### src/rtl/fetch_unit.sv
// Instruction fetch stage: owns the PC, runs a single-outstanding imem request, and presents
// pc_f/instruction_f to IF/ID. Optional macro FETCH_MISALIGN_EN flags misaligned PCs instead of masking them.
module fetch_unit #(
    parameter int unsigned      WIDTH    = 32,
    parameter logic [WIDTH-1:0] RESET_PC = '0
) (
    input  logic             clk,
    input  logic             reset,
    input  logic             stall_f,
    input  logic             redirect_e,
    input  logic [WIDTH-1:0] redirect_pc,
    output logic             imem_req,
    output logic [WIDTH-1:0] imem_addr,
    input  logic             imem_ready,
    input  logic             imem_rvalid,
    input  logic [WIDTH-1:0] imem_rdata,
    output logic [WIDTH-1:0] pc_f,
    output logic [WIDTH-1:0] instruction_f,
    output logic             valid_f,
    output logic             misalign_f
);

    localparam logic [1:0] ST_REQ  = 2'd0;
    localparam logic [1:0] ST_WAIT = 2'd1;
    localparam logic [1:0] ST_HOLD = 2'd2;
    localparam logic [1:0] ST_DROP = 2'd3;

    logic [1:0]       state_q, state_d;
    logic [WIDTH-1:0] pc_q, pc_d;
    logic [WIDTH-1:0] instr_q, instr_d;
    logic [WIDTH-1:0] redirect_tgt;
    logic             pc_misaligned;
    logic             accept;

`ifdef FETCH_MISALIGN_EN
    assign pc_misaligned = |pc_q[1:0];
    assign redirect_tgt  = redirect_pc;
`else
    logic unused_redirect_lsbs;
    assign unused_redirect_lsbs = ^redirect_pc[1:0];
    assign pc_misaligned        = 1'b0;
    assign redirect_tgt         = {redirect_pc[WIDTH-1:2], 2'b00};
`endif

    // The request is masked while reset is held so memory never sees a fetch from a resetting core.
    assign imem_req  = (state_q == ST_REQ) && !pc_misaligned && !reset;
    assign accept    = imem_req && imem_ready;
    assign imem_addr = pc_q;

    assign valid_f       = (state_q == ST_HOLD);
    assign pc_f          = pc_q;
    assign instruction_f = valid_f ? instr_q : '0;
    assign misalign_f    = valid_f && pc_misaligned;

    always_comb begin
        state_d = state_q;
        pc_d    = pc_q;
        instr_d = instr_q;

        case (state_q)
            ST_REQ: begin
                if (pc_misaligned) begin
                    instr_d = '0;
                    state_d = ST_HOLD;
                end else if (accept) begin
                    state_d = ST_WAIT;
                end
            end
            ST_WAIT: begin
                if (imem_rvalid) begin
                    instr_d = imem_rdata;
                    state_d = ST_HOLD;
                end
            end
            ST_HOLD: begin
                if (!stall_f && !pc_misaligned) begin
                    pc_d    = pc_q + WIDTH'(4);
                    state_d = ST_REQ;
                end
            end
            ST_DROP: begin
                if (imem_rvalid) begin
                    state_d = ST_REQ;
                end
            end
            default: state_d = ST_REQ;
        endcase

        // A redirect overrides everything; an in-flight request becomes stale and must be drained.
        if (redirect_e) begin
            pc_d    = redirect_tgt;
            instr_d = instr_q;
            case (state_q)
                ST_REQ:           state_d = accept ? ST_DROP : ST_REQ;
                ST_WAIT, ST_DROP: state_d = imem_rvalid ? ST_REQ : ST_DROP;
                default:          state_d = ST_REQ;
            endcase
        end
    end

    always_ff @(posedge clk or posedge reset) begin
        if (reset) begin
            state_q <= ST_REQ;
            pc_q    <= RESET_PC;
            instr_q <= '0;
        end else begin
            state_q <= state_d;
            pc_q    <= pc_d;
            instr_q <= instr_d;
        end
    end

endmodule

### config.mk
export PLATFORM = sky130hd
export DESIGN_NAME = fetch_unit
export DESIGN_NICKNAME = d
export VERILOG_FILES = /design/src/rtl/fetch_unit.sv
export SDC_FILE = /design/constraint.sdc
export NUM_CORES = 1
export LEC_CHECK = 0
export ABC_CLOCK_PERIOD_IN_PS = 2200
export BUFFER_PORTS_ARGS = -buffer_cell sky130_fd_sc_hd__buf_2
export CORE_ASPECT_RATIO = 1.2
export CORE_MARGIN = 2
export CORE_UTILIZATION = 42
export DETAILED_ROUTE_END_ITERATION = 16
export MAX_ROUTING_LAYER = met4
export PLACE_DENSITY = 0.76
export SLEW_MARGIN = 20
export SYNTH_ARGS = -nofsm -noshare
export SYNTH_HDL_FRONTEND = slang
export SYNTH_SLANG_ARGS = --single-unit
### constraint.sdc
create_clock -name clk -period 2.2 [get_ports clk]
set_clock_uncertainty 0.2 [all_clocks]
set_input_delay 0.44 -clock clk [delete_from_list [all_inputs] [get_ports clk]]
set_output_delay 0.44 -clock clk [all_outputs]
set_load 0.03 [all_outputs]
==> impl_metrics.toml, run 1 <==
[setup_path]
critPathMaxFanout = 33
crit_path_end = "instruction_f[19]"
r2r_cells = 6
critPathLaunch = "state_q[0]$_DFFE_PP0P_"
cpPeakStageDelay_ns = 0.48
crit_family = "flip-flops"
cp-start-kind = "flop"
slowest_stage = "dfrtp_2"
cp.depth = 4
path_class = "flop to output port"
crit_chain = "nor2b_4 > buf_12 > and2_1 > clkbuf_4"
cp.arrival_ns = 1.47
cp-end-kind = "output port"
cp.required_ns = 1.56
r2r_end = "imem_addr[28]$_DFFE_PP0P_"
r2r-start = "imem_addr[3]$_DFFE_PP0P_"
crit_buf_inv = 2
ff2ff_setup_slack_ns = 0.12

[outcome]
status = "complete, but fails checks"
violations = "negative hold slack"

[floorplanning]
core-area_um2 = 8200
die-area_um2 = 9300
die-height_um = 105
die_w_um = 88.4
row_count = 36
pin_count = 169
initial_core_util_pct = 43.8

[clock_tree]
cts_sinks = 64
post_cts_buffers = 0
root_buffer = "clkbuf_8"
cts_hold_buffers = 0
post_cts_resized = 2
clk-insertion-delay-late_ns = 0.34
cts_buffers = 9
max-clock-path-buffers = 2
clk_pin_slew_ns = 0.07
htreeDepth = 3
cts_tree = "yes"

[global_route]
grt_pass1_vias = 3076
antenna_found_initial = 0
grt_overflow = 0
grt_first_pass_wirelength_mm = 14.0
gr-usage-all-layers_pct = 19.3
grt_max_degree = 65

[placement]
post_dp_cell_area_um2 = 4350
dp_slack_ns = 0.0175
placed_cells = 598
hpwl_mm = 6.34
port-buffer-count = 161
gp_congestion = 0.806

[route]
wl_per_cell_um = 14.1
vias = 3145
drt_iter0_drc = 83
via_per_inst = 5.12
drt_wl_total_mm = 8.65
final_antenna_net_count = 0
drc = 0
dr.pass1.iters = 5

[layout]
syn2layout_area_growth_pct = 29.0
fin_cells = 614
drive_gt1_share_pct = 46.4
stdcell_area_um2 = 4630
nets = 566
fin_util_pct = 56.4
diodes = 0

[sta]
fin_ws_ns = 0.0870
hold_ws_ns = -0.00616
rsz0062_at_grt = "no"
final_max_slew_viol_count = 0
fin_crit_sh_pct = 96.0
fmax_mhz = 473
fin_setup_tns_ns = 0
setup_violations = 0
min_period_ns = 2.11
hold_viol = 8

[synth]
synth-seq-cells = 64
ys_seq_area_share_pct = 44.6
synthDistinctLibCells = 36
synth_area_um2 = 3590
syn_inst = 359
avgSynthCellArea_um2 = 9.99
synth_warnings = 0

[job]
drv_cap = 0

[pwr]
total_power_mw = 4.56
power.density_nw_per_um2 = 986
ir_worst_vdd_uv = 375
p_leak_nw = 2.19

[hold_path]
hold_path.class = "input port to asynchronous set/reset pin"
## cell usage after synthesis
library cell | n | share of area (%)
buf_4 | 36 | 7.5
and2_1 | 36 | 6.3
mux2i_1 | 1 | 0.28
nor2_1 | 17 | 1.8
dfrtp_1 | 64 | 45
a21o_1 | 1 | 0.21
buf_2 | 4 | 0.56
and4_1 | 4 | 0.98
a21oi_1 | 3 | 0.42
inv_1 | 2 | 0.21
buf_6 | 1 | 0.31
nand4_4 | 1 | 0.59
nand4_1 | 9 | 1.6
conb_1 | 1 | 0.10
nand3_1 | 12 | 1.7
a22oi_1 | 1 | 0.21
o22ai_1 | 1 | 0.17
or4_1 | 15 | 3.1
o211ai_1 | 4 | 0.84
xor2_1 | 8 | 2.0
ha_1 | 1 | 0.35
nor3_1 | 3 | 0.42
and3_1 | 6 | 1.0
and4bb_1 | 1 | 0.35
clkbuf_1 | 13 | 1.4
nor3b_4 | 1 | 0.52
a31oi_1 | 14 | 2.4
or4b_1 | 1 | 0.28
o31ai_1 | 13 | 2.7
or3_1 | 4 | 0.70
a22o_1 | 1 | 0.24
o21ai_0 | 14 | 2.0
nor2b_1 | 4 | 0.70
nand2_1 | 28 | 2.9
xnor2_1 | 2 | 0.49
mux2_2 | 32 | 10
## power breakdown
part	switching, mW	leakage [nW]	internal (mW)
Combinational	0.907	1.31	0.629
Clock	0.451	0.126	0.813
Sequential	0.226	0.752	1.54
## worst register-to-register path: cells and delay by family (launching register included)
family | cells | cell delay (ns)
adder cells (fa/ha/maj) | 1 | 0.17
buffers and inverters | 1 | 0.20
flip-flops | 1 | 0.42
AND/OR/NAND/NOR | 4 | 1.04
## flip-flops by register name, indices dropped and copies added, names as in the netlist
name	count
instr_q	32
imem_addr	30
state_q	2
## layout by cell type, fill, tap and decap left out, types with 4 or more instances in the layout
cell,instances
or3_1,4
nand4_1,9
clkbuf_8,11
and4_1,4
o21ai_0,14
and2_1,36
buf_2,159
buf_4,11
nor2_1,17
o31ai_1,13
mux2_2,32
conb_1,5
nand2_1,28
dfrtp_1,61
a31oi_1,14
or4_1,15
and3_1,6
nand3_1,11
o211ai_1,4
xor2_1,8
## kinds of logic (layout without fill, tap and decap cells)
logic type | after synthesis | after routing | synth area share (%)
xor+xnor | 10 | 10 | 2.44
simple gates | 142 | 142 | 23.0
other cells | 1 | 5 | 0.105
fa+ha+maj | 1 | 1 | 0.349
buf+inv | 56 | 193 | 9.98
flops | 64 | 64 | 44.6
compound gates | 52 | 52 | 9.21
mux | 33 | 33 | 10.3
## worst min-delay path by stage
stage / endpoint / slack (ns)
floorplan: instr_q[22]$_DFFE_PP0P_ / 0.27
global placement: instr_q[20]$_DFFE_PP0P_ / 0.28
detailed placement: instr_q[17]$_DFFE_PP0P_ / 0.29
CTS: instr_q[30]$_DFFE_PP0P_ / 0.001
global route: instr_q[28]$_DFFE_PP0P_ / 0.02
finish: instr_q[30]$_DFFE_PP0P_ / -0.006
## layer usage
metal | vias up | global-route usage [%] | part of all wire [%]
met5 | - | - | 0
met4 | 0 | 6.60 | 1.3
met3 | 10 | 2.82 | 6.7
met2 | 138 | 33.9 | 51
met1 | 1479 | 22.2 | 41
li1 | 1518 | - | -
## layout make-up
| type | count | area (um2) |
|---|---|---|
| clock buffer | 11 | 151 |
| clock inverter | 5 | 103 |
| fill | 736 | 3570 |
| inverter | 2 | 11.3 |
| multi-input combinational | 243 | 1660 |
| sequential | 64 | 1610 |
| tap | 114 | 143 |
| timing repair buffer | 175 | 953 |
No activity file was read; power rests on OpenSTA's default activity.
==> run 2: changes to the inputs <==
--- a/config.mk
+++ b/config.mk
@@ -5,14 +5,15 @@
 export SDC_FILE = /design/constraint.sdc
 export NUM_CORES = 1
 export LEC_CHECK = 0
+export ABC_AREA = 1
 export ABC_CLOCK_PERIOD_IN_PS = 2200
-export BUFFER_PORTS_ARGS = -buffer_cell sky130_fd_sc_hd__buf_2
+export BUFFER_PORTS_ARGS = -buffer_cell sky130_fd_sc_hd__buf_4
 export CORE_ASPECT_RATIO = 1.2
 export CORE_MARGIN = 2
 export CORE_UTILIZATION = 42
 export DETAILED_ROUTE_END_ITERATION = 16
 export MAX_ROUTING_LAYER = met4
-export PLACE_DENSITY = 0.76
+export PLACE_DENSITY = 0.75
 export SLEW_MARGIN = 20
 export SYNTH_ARGS = -nofsm -noshare
 export SYNTH_HDL_FRONTEND = slang
==> run 2 against run 1 <==
Net effect: the flow still finishes with violations (negative hold slack); die area rose by 9.5%; sequential share of layout area decreased by 4.4 points; area after synthesis is 9.9% higher; highest routed layer unchanged.
==> impl_metrics.toml, run 2 <==
[outcome]
status = "complete, but fails checks"
violations = "negative hold slack"

[pwr]
seqPwrFrac_pct = 30.1
power.switching_mw = 2.75
p_int_mw = 3.47
swShare_pct = 44.2
ir_worst_vdd_uv = 676
clkPwrFrac_pct = 20.7
power.density_nw_per_um2 = 1180
p_leak_nw = 2.81
combPwrFrac_pct = 49.2

[sta]
fmax_mhz = 484
hold_viol = 1
final_max_slew_viol_count = 0
fin_crit_sh_pct = 94.0
fin_setup_tns_ns = 0
rsz0062_at_grt = "no"
setup_violations = 0
hold_ws_ns = -0.000427
min_period_ns = 2.07

[clock_tree]
max-clock-path-buffers = 2
cts_tree = "yes"
cts_sinks = 64
post_cts_buffers = 0
cts_buffers = 9
htreeDepth = 3
post_cts_resized = 0
root_buffer = "clkbuf_8"
clk_pin_slew_ns = 0.07
clk-insertion-delay-late_ns = 0.35
cts_hold_buffers = 0

[global_route]
grt_overflow = 0
grt_first_pass_wirelength_mm = 17.0
grt_pass1_vias = 3582
antenna_found_initial = 0
grt_max_degree = 65
gr-usage-all-layers_pct = 22.2

[placement]
gp_congestion = 0.847
placed_cells = 791
hpwl_mm = 8.04
port-buffer-count = 161

[synth]
async_flop_share_pct = 100
synth_top_area_cell = "dfrtp_1"
synth_edf_count = 0
syn_inst = 552
post-synth-top-count-cell = "nand2_1"
avgSynthCellArea_um2 = 7.14
synth_commonest_cells = "nand2_1, nor2_1, inv_1"
synthDistinctLibCells = 36
dominantRegCellSynth = "dfrtp_1"
synth-seq-cells = 64
synth_warnings = 0
synth_area_leaders = "dfrtp_1, nand2_1, nor2_1"
synth_top_area_share_pct = 40.6
synth_area_um2 = 3940
ys_seq_area_share_pct = 40.6

[hold_path]
hold_path.class = "input port to asynchronous set/reset pin"

[floorplanning]
die-area_um2 = 10200
core-area_um2 = 9080
initial_core_util_pct = 43.4
die_w_um = 92.5
pin_count = 169
row_count = 38
die-height_um = 110

[layout]
top_register = "instr_q"
drive_gt1_share_pct = 30.1
diodes = 0
largest_reg_flops = 32
fin_cells = 807
syn2layout_area_growth_pct = 34.1
final_common_cell = "buf_4"
n_fill_cell = 828
nets = 753
final_cell_mix = "buf_4, nand2_1, nor2_1, inv_1, dfrtp_1"

[setup_path]
crit_family = "buffers and inverters"
cp.arrival_ns = 1.43
r2r-start = "imem_addr[2]$_DFFE_PP0P_"
critPathMaxFanout = 33
slowest_stage = "dfrtp_1"
crit_buf_inv = 3
path_class = "flop to output port"
cpPeakStageDelay_ns = 0.41
cp-start-kind = "flop"
critPathLaunch = "state_q[0]$_DFFE_PP0P_"
cp.required_ns = 1.56
cp-end-kind = "output port"
crit_chain = "inv_2 > nand2_4 > buf_12 > nor2_1 > buf_4"

[route]
drt_iter0_drc = 203
drc = 0
dr.pass1.iters = 4
vias = 3850
via_per_inst = 4.77
final_antenna_net_count = 0
wl_per_cell_um = 13.1
drt_wl_total_mm = 10.6

[job]
drv_cap = 0
run 2: path summary, 6_finish.rpt:
kind	to	slack [ns]	cells past startpoint
worst max-delay path	instruction_f[0]	0.13	5
worst min-delay path	instr_q[31]$_DFFE_PP0P_	-0.0004	3
worst max register to register	imem_addr[30]$_DFFE_PP0P_	0.35	8
worst min register to register	instr_q[21]$_DFFE_PP0P_	0.32	2
max in group asynchronous	imem_addr[15]$_DFFE_PP0P_	1.48	3
min in group clk	imem_addr[15]$_DFFE_PP0P_	0.10	3
run 2: layout make-up:
type                    count  area, um2  share of cell area (%)
clock buffers              11        151                    2.86
well taps                 120        150                    2.84
clock inverters             5        103                    1.94
flip-flops and latches     64       1600                    30.3
multi-input cells         369       1730                    32.8
inverters                  72        279                    5.27
repair buffers            166       1270                    24.0
run 2: metal layers:
metal  up-vias  part of all wire, %  GRT usage [%]
met5         -                    0              -
met4         0                  1.9           8.32
met3        12                  7.7           6.46
met2       149                   51           36.5
met1      1764                   39           25.8
li1       1925                    -              -
run 2: cells by family (layout without fill, tap and decap cells):
family                   Yosys count  count (layout)  share of synthesized area, %
flip-flops                        64              64                          40.6
adder cells (fa/ha/maj)            1               1                         0.317
AND/OR/NAND/NOR                  284             284                          31.0
XOR/XNOR                          10              10                          2.22
AO/OA/AOI/OAI                     69              69                          9.93
buffers and inverters            123             254                          15.9
other                              1               5                        0.0951
run 2: metrics by stage:
step / setup slack [ns] / instance area [um2] / util, % / power, mW
global placement: 0.375 / 5030 / 55.4 / 4.88
global route: 0.0163 / 5290 / 58.3 / 6.60
finish: 0.133 / 5290 / 58.3 / 6.22
floorplan: 0.322 / 3960 / - / 3.95
CTS: 0.0945 / 5290 / 58.2 / 6.26
detailed placement: 0.347 / 5030 / 55.4 / 4.95
run 2: power by group through the flow:
stage	Sequential (mW)	Combinational, mW	Clock (mW)
2_1_floorplan	2.03	1.92	0
3_3_place_gp	1.87	3.01	0
3_5_place_dp	1.89	3.07	0
4_1_cts	1.87	3.08	1.32
5_1_grt	1.93	3.31	1.37
6_report	1.87	3.06	1.29
run 2: worst reg2reg max path, delay by kind of cell (launching register included):
| kind | cells | cell delay [ns] |
|---|---|---|
| flops | 1 | 0.43 |
| fa+ha+maj | 1 | 0.21 |
| simple gates | 7 | 0.90 |
==> run 3: changes to the inputs <==
--- a/config.mk
+++ b/config.mk
@@ -11,6 +11,7 @@
 export CORE_ASPECT_RATIO = 1.2
 export CORE_MARGIN = 2
 export CORE_UTILIZATION = 42
+export CTS_BUF_LIST = sky130_fd_sc_hd__clkbuf_16
 export DETAILED_ROUTE_END_ITERATION = 16
 export MAX_ROUTING_LAYER = met4
 export PLACE_DENSITY = 0.75
@@ -18,3 +19,4 @@
 export SYNTH_ARGS = -nofsm -noshare
 export SYNTH_HDL_FRONTEND = slang
 export SYNTH_SLANG_ARGS = --single-unit
+export TNS_END_PERCENT = 5
==> run 3 against run 2 <==
Net effect: the flow now finishes without violations; global-route usage barely moved; non-clock buffer count stayed put; hold slack better by 0.033 ns; count of clock-buffer cells in the layout is 2 lower; clock power up 26%; first-iteration DRC count down 15%; critical path type unchanged; final cell count is the same; die area did not move; utilization grew 0.87 points; worst setup slack improved by 0.0020 ns.
==> impl_metrics.toml, run 3 (synthesized netlist as in run 2, its figures left out) <==
[pwr]
ir_worst_vdd_uv = 757
power.density_nw_per_um2 = 1220
p_leak_nw = 2.84

[outcome]
status = "completed"

[global_route]
grt_overflow = 0
grt_max_degree = 65
grt_first_pass_wirelength_mm = 17.1
grt_pass1_vias = 3590
gr-usage-all-layers_pct = 22.1
antenna_found_initial = 0

[sta]
hold_viol = 0
final_max_slew_viol_count = 0
fin_setup_tns_ns = 0
fmax_mhz = 484
fin_crit_sh_pct = 93.9
fin_ws_ns = 0.135
setup_violations = 0
min_period_ns = 2.07
rsz0062_at_grt = "no"

[setup_path]
critPathLaunch = "state_q[0]$_DFFE_PP0P_"
ff2ff_setup_slack_ns = 0.34
cp-end-kind = "output port"
cp.depth = 5
slowest_stage = "dfrtp_1"
critPathMaxFanout = 33
path_class = "flop to output port"
crit_family = "buffers and inverters"
r2r_end = "imem_addr[30]$_DFFE_PP0P_"
crit_chain = "inv_2 > nand2_4 > buf_12 > nor2_1 > buf_4"
crit_path_end = "instruction_f[29]"
crit_buf_inv = 3
cp.required_ns = 1.56
cp.arrival_ns = 1.43
r2r-start = "imem_addr[2]$_DFFE_PP0P_"
cp-start-kind = "flop"
cpPeakStageDelay_ns = 0.40
r2r_cells = 8

[placement]
port-buffer-count = 161
dp_slack_ns = 0.347
gp_congestion = 0.847
hpwl_mm = 8.04

[floorplanning]
pin_count = 169
core-area_um2 = 9080
row_count = 38
initial_core_util_pct = 43.4
die-area_um2 = 10200
die-height_um = 110
die_w_um = 92.5

[layout]
final_cell_mix = "buf_4, nand2_1, nor2_1, inv_1, dfrtp_1"
syn2layout_area_growth_pct = 36.1
final_common_cell = "buf_4"
diodes = 0
nets = 753
top_register = "instr_q"
n_fill_cell = 826
drive_gt1_share_pct = 29.7
largest_reg_flops = 32

[route]
wl_per_cell_um = 13.3
final_antenna_net_count = 0
vias = 3865
dr.pass1.iters = 4
drt_wl_total_mm = 10.7
drt_iter0_drc = 172
drc = 0
via_per_inst = 4.79

[hold_path]
hold_path.class = "input port to asynchronous set/reset pin"

[clock_tree]
cts_hold_buffers = 0
cts_tree = "yes"
post_cts_buffers = 0
post_cts_resized = 0
max-clock-path-buffers = 2
cts_sinks = 64
htreeDepth = 3
clk-insertion-delay-late_ns = 0.33
cts_buffers = 9
root_buffer = "clkbuf_16"
clk_pin_slew_ns = 0.05

[job]
drv_cap = 0
-- run 3: worst min-delay path, delay by kind of cell --
| kind | cells | cell delay (ns) |
|---|---|---|
| buf+inv | 3 | 0.54 |
-- run 3: stage by stage --
step | hold WS (ns) | instances | util [%] | area (um2) | total power [mW]
detailed placement | 0.305 | 791 | 55.4 | 5030 | 4.95
global placement | 0.293 | 791 | 55.4 | 5030 | 4.88
floorplan | 0.281 | 556 | - | 3960 | 3.95
CTS | 0.0418 | 807 | 59.1 | 5370 | 6.59
global route | 0.0809 | 807 | 59.1 | 5370 | 6.93
finish | 0.0327 | 807 | 59.1 | 5370 | 6.55
-- run 3: how the worst min path moves through the flow --
stage                                  from                      end  cells after the start
CTS                                   reset  instr_q[31]$_DFFE_PP0P_                      3
finish                                reset  instr_q[31]$_DFFE_PP0P_                      3
global placement    instr_q[22]$_DFFE_PP0P_  instr_q[22]$_DFFE_PP0P_                      2
floorplan            instr_q[0]$_DFFE_PP0P_   instr_q[0]$_DFFE_PP0P_                      2
detailed placement  instr_q[10]$_DFFE_PP0P_  instr_q[10]$_DFFE_PP0P_                      2
global route                          reset  instr_q[31]$_DFFE_PP0P_                      3
-- run 3: power breakdown --
part / total [mW] / switching (mW) / internal (mW)
sequential: 1.87 / 0.295 / 1.58
combinational: 3.06 / 1.97 / 1.08
clock: 1.62 / 0.524 / 1.10
-- run 3: cell type report --
class | count | area (um2) | area share [%]
multi-input combinational | 369 | 1730 | 32.3
sequential | 64 | 1600 | 29.8
timing repair buffer | 166 | 1270 | 23.7
inverter | 72 | 279 | 5.20
clock buffer | 9 | 225 | 4.19
tap | 120 | 150 | 2.80
clock inverter | 7 | 110 | 2.05
-- run 3: routing by layer --
metal  GRT usage [%]  part of all wire (%)  up-vias
met5               -                     0        -
met4            8.42                   2.1        0
met3            5.30                   8.1       15
met2            37.1                    51      163
met1            25.9                    39     1755
li1                -                     -     1932
